**src/rtl/muldiv_unit.sv**
```systemverilog
// Iterative 32-bit multiply/divide unit holding the MIPS HI/LO registers.
// Radix-2 shift-add multiply and restoring divide over WIDTH cycles, then one sign-fix cycle.
module muldiv_unit #(
  parameter int WIDTH = 32
) (
  input  logic             clk,
  input  logic             reset_n,
  input  logic             start,
  input  logic [1:0]       op,
  input  logic [WIDTH-1:0] a,
  input  logic [WIDTH-1:0] b,
  input  logic             hi_we,
  input  logic             lo_we,
  input  logic [WIDTH-1:0] wdata,
  output logic             busy,
  output logic             done,
  output logic             div_zero,
  output logic [WIDTH-1:0] hi,
  output logic [WIDTH-1:0] lo,
  output logic [1:0]       dbg_state
);

  // Handshake: start is sampled only while busy=0; the accepting edge raises busy,
  // and done pulses for one cycle in the cycle after the FIX edge, when busy drops.

  localparam int CW = $clog2(WIDTH);
  localparam logic [CW-1:0] CNT_LAST = CW'(WIDTH - 1);

  typedef enum logic [1:0] {
    S_IDLE = 2'd0,
    S_CALC = 2'd1,
    S_FIX  = 2'd2
  } state_t;

  state_t state, state_nxt;

  logic [1:0]         op_q;
  logic [WIDTH-1:0]   mag_a;
  logic [WIDTH-1:0]   mag_b;
  logic [WIDTH-1:0]   a_orig;
  logic               sign_q;
  logic               sign_r;
  logic               b_zero;
  logic [2*WIDTH-1:0] acc;
  logic [CW-1:0]      cnt;

  logic accept;
  logic op_is_div;
  logic op_signed;
  logic new_signed;

  assign accept     = (state == S_IDLE) && start;
  assign op_is_div  = op_q[1];
  assign op_signed  = ~op_q[0];
  assign new_signed = ~op[0];
  assign dbg_state  = state;

  function automatic logic [WIDTH-1:0] magnitude(input logic [WIDTH-1:0] v, input logic sgn);
    magnitude = (sgn && v[WIDTH-1]) ? (~v + 1'b1) : v;
  endfunction

  always_comb begin
    state_nxt = state;
    case (state)
      S_IDLE:  if (start) state_nxt = S_CALC;
      S_CALC:  if (cnt == CNT_LAST) state_nxt = S_FIX;
      S_FIX:   state_nxt = S_IDLE;
      default: state_nxt = S_IDLE;
    endcase
  end

  always_ff @(posedge clk) begin
    if (!reset_n) state <= S_IDLE;
    else          state <= state_nxt;
  end

  // One iteration step. Multiply adds into the upper half with carry kept in a
  // 33-bit sum; divide shifts the next dividend bit into the remainder and trial-subtracts.
  logic [WIDTH:0]     mul_sum;
  logic [WIDTH:0]     rem_sh;
  logic [WIDTH:0]     trial;
  logic [2*WIDTH-1:0] acc_step;

  always_comb begin
    mul_sum = {1'b0, acc[2*WIDTH-1:WIDTH]} + (mag_b[0] ? {1'b0, mag_a} : '0);
    rem_sh  = {acc[2*WIDTH-1:WIDTH], mag_a[WIDTH-1]};
    trial   = rem_sh - {1'b0, mag_b};
    if (op_is_div)
      acc_step = {(trial[WIDTH] ? rem_sh[WIDTH-1:0] : trial[WIDTH-1:0]),
                  acc[WIDTH-2:0], ~trial[WIDTH]};
    else
      acc_step = {mul_sum, acc[WIDTH-1:1]};
  end

  // Sign correction and final HI/LO selection for the FIX edge.
  logic [2*WIDTH-1:0] prod_fix;
  logic [WIDTH-1:0]   quot_fix;
  logic [WIDTH-1:0]   rem_fix;
  logic [WIDTH-1:0]   hi_res;
  logic [WIDTH-1:0]   lo_res;

  always_comb begin
    prod_fix = (op_signed && sign_q) ? (~acc + 1'b1) : acc;
    quot_fix = (op_signed && sign_q) ? (~acc[WIDTH-1:0] + 1'b1) : acc[WIDTH-1:0];
    rem_fix  = (op_signed && sign_r) ? (~acc[2*WIDTH-1:WIDTH] + 1'b1) : acc[2*WIDTH-1:WIDTH];
    if (!op_is_div) begin
      hi_res = prod_fix[2*WIDTH-1:WIDTH];
      lo_res = prod_fix[WIDTH-1:0];
    end else if (b_zero) begin
      hi_res = a_orig;
      lo_res = '1;
    end else begin
      hi_res = rem_fix;
      lo_res = quot_fix;
    end
  end

  always_ff @(posedge clk) begin
    if (!reset_n) begin
      op_q     <= '0;
      mag_a    <= '0;
      mag_b    <= '0;
      a_orig   <= '0;
      sign_q   <= 1'b0;
      sign_r   <= 1'b0;
      b_zero   <= 1'b0;
      acc      <= '0;
      cnt      <= '0;
      busy     <= 1'b0;
      done     <= 1'b0;
      div_zero <= 1'b0;
      hi       <= '0;
      lo       <= '0;
    end else begin
      done     <= 1'b0;
      div_zero <= 1'b0;
      case (state)
        S_IDLE: begin
          if (accept) begin
            op_q   <= op;
            mag_a  <= magnitude(a, new_signed);
            mag_b  <= magnitude(b, new_signed);
            a_orig <= a;
            sign_q <= a[WIDTH-1] ^ b[WIDTH-1];
            sign_r <= a[WIDTH-1];
            b_zero <= (b == '0);
            acc    <= '0;
            cnt    <= '0;
            busy   <= 1'b1;
          end else begin
            if (hi_we) hi <= wdata;
            if (lo_we) lo <= wdata;
          end
        end
        S_CALC: begin
          acc <= acc_step;
          cnt <= cnt + 1'b1;
          if (op_is_div) mag_a <= {mag_a[WIDTH-2:0], 1'b0};
          else           mag_b <= {1'b0, mag_b[WIDTH-1:1]};
        end
        S_FIX: begin
          hi       <= hi_res;
          lo       <= lo_res;
          done     <= 1'b1;
          div_zero <= op_is_div && b_zero;
          busy     <= 1'b0;
        end
        default: ;
      endcase
    end
  end

endmodule

```
**config.mk**
```make
export PLATFORM = sky130hd
export DESIGN_NAME = muldiv_unit
export DESIGN_NICKNAME = d
export VERILOG_FILES = /design/src/rtl/muldiv_unit.sv
export SDC_FILE = /design/constraint.sdc
export NUM_CORES = 1
export LEC_CHECK = 0
export CORE_ASPECT_RATIO = 0.75
export CORE_UTILIZATION = 67
export CTS_BUF_LIST = sky130_fd_sc_hd__clkbuf_8
export CTS_CLUSTER_SIZE = 30
export DETAILED_ROUTE_END_ITERATION = 6
export DONT_BUFFER_PORTS = 1
export PLACE_DENSITY = 0.9
export SYNTH_ARGS = -nofsm -noshare
export SYNTH_HDL_FRONTEND = slang
export SYNTH_SLANG_ARGS = --single-unit
```
**constraint.sdc**
```tcl
create_clock -name clk -period 4 [get_ports clk]
set_input_delay 0.8 -clock clk [delete_from_list [all_inputs] [get_ports clk]]
set_output_delay 0.8 -clock clk [all_outputs]
set_load 0.03 [all_outputs]
```
==> results of run 1 <==
==> state kept, by name, indices dropped and copies added (netlist names), 2 cells and up <==
name       count
mag_b         32
op_q           2
lo            32
cnt            5
acc           64
hi            32
mag_a         32
dbg_state      2
a_orig        32
==> where the power goes <==
part	internal [uW]	switching, uW	total (uW)
logic	509	926	1430
clock network	1080	1070	2150
registers	2500	232	2730
total	4090	2230	6320
==> routing by layer <==
layer  up-vias  global-route usage  wire, um  share of wire
met5         -              0.0366       124         0.0019
met4         4               0.128      1770          0.027
met3       201               0.262     12600           0.19
met2      1521               0.616     24900           0.38
met1      8784               0.650     26400           0.40
li1       8450                   -         -              -
==> cell families (layout without fill, tap and decap cells) <==
group	count (synthesis)	after routing	synth area share
muxes	71	71	0.0408
xor gates and xnor gates	188	188	0.0937
adders and majority gates	73	73	0.0528
other	0	3	0
DFF	238	238	0.271
and+or+nand+nor	791	791	0.209
buffers and inverters	256	200	0.0557
AOI/OAI and AO/OA	780	780	0.277
==> cell usage after synthesis (all sizes together), types with 41 or more instances <==
library cell and n:
a21oi 296, mux2i 66, xnor2 82, inv 68, nand2 243, nor2 269
ha 71, clkbuf 170, nor3 42, o21ai 142, and2 46, dfxtp 238
a31oi 50, o221ai 41, a211oi 52, xor2 106
==> worst paths after layout <==
path,cells past startpoint,slack [ps],from,endpoint
max,14,270,mag_b[0],acc[62]
min reg2reg,2,460,a_orig[15],a_orig[15]
min,2,350,a[22],a_orig[22]
max reg2reg,14,270,mag_b[0],acc[62]
==> area by class of cell <==
type                            instances  share of cell area
Multi-Input combinational cell       1903               0.639
Sequential cell                       238               0.256
Clock buffer                           48              0.0355
Timing Repair Buffer                   65              0.0276
Tap cell                              338              0.0227
Inverter                               69              0.0141
Clock inverter                         18             0.00444
Antenna cell                            3            0.000404
==> through the flow <==
step | hold slack (ps) | power, uW | setup WS (ps)
floorplan | 415 | 3720 | 746
global placement | 427 | 4100 | 563
detailed placement | 452 | 4130 | 464
CTS | 335 | 6210 | 435
global route | 337 | 6500 | 199
finish | 351 | 6320 | 275
==> impl_metrics.json, run 1 <==
{
  "status": "complete, but fails checks",
  "failed_checks": "DRC",
  "fp.dieW_um": 189,
  "final_area_um2": 18600,
  "drv_slew": 0,
  "cts_setup_buffers": 0,
  "num-fill-cells": 2016,
  "seq_area_um2": 4770,
  "coreArea_um2": 25300,
  "via_count": 19000,
  "peakVddDrop_uv": 359,
  "end_kind": "flip-flop",
  "syn_area_per_cell_um2": 7.33,
  "grt_pass1_wl_um": 97900,
  "synthCells": 2397,
  "crit_path_top_delay_cell": "dfxtp_1",
  "synth-warning-count": 0,
  "timing.final.crit_share": 0.931,
  "antenna_found_initial": 3,
  "tritoncts": "yes",
  "tightest_slew_ps": 1380,
  "drc": 1,
  "most-common-layout-cells": "a21oi_1 (296), nor2_1 (267), nand2_1 (243)",
  "synth.area.top_cells": "dfxtp_1 (27%), a21oi_1 (8.4%), nor2_1 (5.7%)",
  "placed_cell_area_um2": 17900,
  "viasPerCell": 7.07,
  "multiInputGateArea_um2": 11900,
  "wl_per_cell_um": 24.5,
  "fp.dieArea_um2": 26900,
  "setup_viol": 0,
  "synth_cell_types": 79,
  "synth-main-ff-cell": "dfxtp_1",
  "die_y_um": 142,
  "root_buffer": "clkbuf_8",
  "finalClockSkew_ps": 33.7,
  "dp.final_hpwl_um": 48900,
  "ys_seq_area_frac": 0.271,
  "crit_buf_inv": 3,
  "path_clk_slew_ps": 80,
  "slew_headroom": 0.0822,
  "max_cap_violations": 0,
  "rsz0062_at_grt": "false",
  "drive_above_1_share": 0.0658,
  "setup.worst_path.start_class": "flip-flop",
  "synth_edf_count": 0,
  "grt_pass1_vias": 16900,
  "post_cts_resized": 0,
  "ant_nets": 0,
  "dp.cells": 2613,
  "leakage_uw": 0.00742,
  "synth_top_cell_by_area": "dfxtp_1",
  "async_flop_share": 0,
  "syn-num-nets": 2573,
  "arrival_ps": 4130,
  "fin_util": 0.734,
  "cp_max_fo": 9,
  "clk_latency_ps": 580,
  "cp_cell_sequence": "nand2_1, inv_1, ha_1, a211oi_1, o21ai_0, a31oi_1, buf_4, o2111ai_1, a31oi_1, o221ai_1, o31ai_1, buf_4, mux2i_1, nand3_1",
  "ys_ff_latch": 238,
  "cts_hold_buf": 0,
  "cts.sinks": 238,
  "fin_cells": 2682,
  "power.density_nw_per_um2": 340,
  "cts_made_buffers": 39,
  "clockBufferDepth": 3,
  "hp-class": "primary input to flip-flop",
  "rows": 50,
  "slowest_delay_ps": 520,
  "setup_tns_ps": 0,
  "path_delay_family": "compound AO/OA/AOI/OAI gates",
  "yosysTopAreaCellShare": 0.271,
  "start_util": 0.694,
  "cts_htree_levels": 2,
  "routed_wl_um": 65800,
  "layout_commonest_cell": "a21oi_1",
  "critical_path_class": "flip-flop to flip-flop",
  "portBuffers": 0,
  "fmax_mhz": 268,
  "nNetsFinal": 2492,
  "areaGrowthSynthToFinish_pct": 5.87,
  "first_iter_violations": 2798,
  "grt_max_degree": 146,
  "syn-cell-area_um2": 17600,
  "place_congestion": 1.14,
  "min_period_ps": 3730,
  "hold_viol": 0,
  "crit_required_ps": 4410,
  "firstDrtPassIters": 7,
  "overflow": 0,
  "ios": 172,
  "grtUsageTotal": 0.472
}
(Power assumes the default switching activity.)
==> run 2: changes to the inputs <==
- clock period: 4 -> 3.63 ns (I/O delays scaled with it)
==> impl_metrics.json, run 2 (synthesis results as in run 1) <==
{
  "die_y_um": 142,
  "drc": 9,
  "start_util": 0.694,
  "setup_tns_ps": 0,
  "areaGrowthSynthToFinish_pct": 7.75,
  "grt_pass1_wl_um": 101000,
  "status": "complete, but fails checks",
  "crit_path_top_delay_cell": "fa_1",
  "ios": 172,
  "firstDrtPassIters": 7,
  "max_cap_violations": 0,
  "peakVddDrop_uv": 435,
  "critical_path_class": "flip-flop to flip-flop",
  "power_uw": 7180,
  "cp_cell_sequence": "inv_1, ha_1, fa_1, nand2b_1, a21oi_1, o21a_1, a211oi_1, nor2_1, a31oi_2, xnor2_4, buf_4, mux2_2, o21ba_2",
  "tightest_slew_ps": 1290,
  "path_delay_family": "compound AO/OA/AOI/OAI gates",
  "path_clk_slew_ps": 70,
  "crit_buf_inv": 2,
  "root_buffer": "clkbuf_8",
  "cts.sinks": 238,
  "crit_required_ps": 4100,
  "setup.worst_path.start_class": "flip-flop",
  "min_period_ps": 3500,
  "grt_max_degree": 140,
  "ant_nets": 0,
  "cp_max_fo": 8,
  "hold_depth": 2,
  "timing.final.crit_share": 0.964,
  "layout_commonest_cell": "a21oi_1",
  "portBuffers": 0,
  "clk_latency_ps": 600,
  "cts_htree_levels": 2,
  "crit_cells": 13,
  "fmax_mhz": 286,
  "setup_viol": 0,
  "dp.final_hpwl_um": 51000,
  "grt_pass1_vias": 16900,
  "cts_hold_buf": 0,
  "wl_per_cell_um": 25.1,
  "dp.cells": 2637,
  "hp-class": "primary input to flip-flop",
  "fp.dieArea_um2": 26900,
  "drv_slew": 0,
  "grtUsageTotal": 0.491,
  "tritoncts": "yes",
  "antenna_found_initial": 4,
  "hold_viol": 0,
  "slew_headroom": 0.143,
  "fin_cells": 2716,
  "end_kind": "flip-flop",
  "cts_made_buffers": 40,
  "reg2reg_depth": 13,
  "nNetsFinal": 2522,
  "fp.dieW_um": 189,
  "viasPerCell": 7.09,
  "leakage_uw": 0.00762,
  "largest_register_ffs": 64,
  "failed_checks": "DRC",
  "arrival_ps": 3970,
  "regMostFlops": "acc",
  "finalClockSkew_ps": 49.6,
  "via_count": 19300,
  "coreArea_um2": 25300,
  "slowest_delay_ps": 400,
  "rows": 50,
  "clockBufferDepth": 3,
  "most-common-layout-cells": "a21oi_1 (296), nor2_1 (267), nand2_1 (243)",
  "first_iter_violations": 3136,
  "place_congestion": 1.08,
  "drive_above_1_share": 0.0800,
  "overflow": 0,
  "routed_wl_um": 68200,
  "power.density_nw_per_um2": 379
}
## run 2: cell type report
cell class	count	area, um2
flip-flops and latches	238	4770
fillers	1932	6400
repair buffers	94	743
multi-input cells	1903	11900
clock inverters	20	119
diodes	3	7.51
well taps	338	423
inverters	69	262
clock buffers	51	702
## run 2: power breakdown
| part | switching, uW | total [uW] | internal, uW |
|---|---|---|---|
| clock | 1190 | 2530 | 1340 |
| combinational | 1070 | 1660 | 596 |
| sequential | 235 | 2990 | 2750 |
| total | 2490 | 7180 | 4690 |
## run 2: worst paths after layout
| path | start | end | slack, ps |
|---|---|---|---|
| max | mag_a[31] | acc[40] | 130 |
| min | op[1] | op_q[1] | 270 |
| max reg2reg | mag_a[31] | acc[40] | 130 |
| min reg2reg | a_orig[21] | a_orig[21] | 460 |
## run 2: stage by stage
step                      worst slack, ps  instance area [um2]  hold slack (ps)   util
after floorplan                       450                17600              415      -
after global placement                284                18000              438  0.712
after global routing                -11.8                18900              273  0.747
after CTS                            50.5                18900              268  0.745
after detailed placement             81.8                18000              440  0.712
final                                 130                18900              271  0.747
## run 2: routing by layer
metal / GRT usage / part of all wire / vias to the layer above
li1: - / - / 8514
met1: 0.692 / 0.40 / 8944
met3: 0.247 / 0.19 / 254
met4: 0.125 / 0.033 / 2
met5: 0 / 0.00019 / -
met2: 0.647 / 0.38 / 1539
## run 2: timing repair
action,in CTS,in global routing
resized for setup,0,3
setup buffers,0,5
setup endpoints to repair,0,24
hold endpoints to repair,0,0
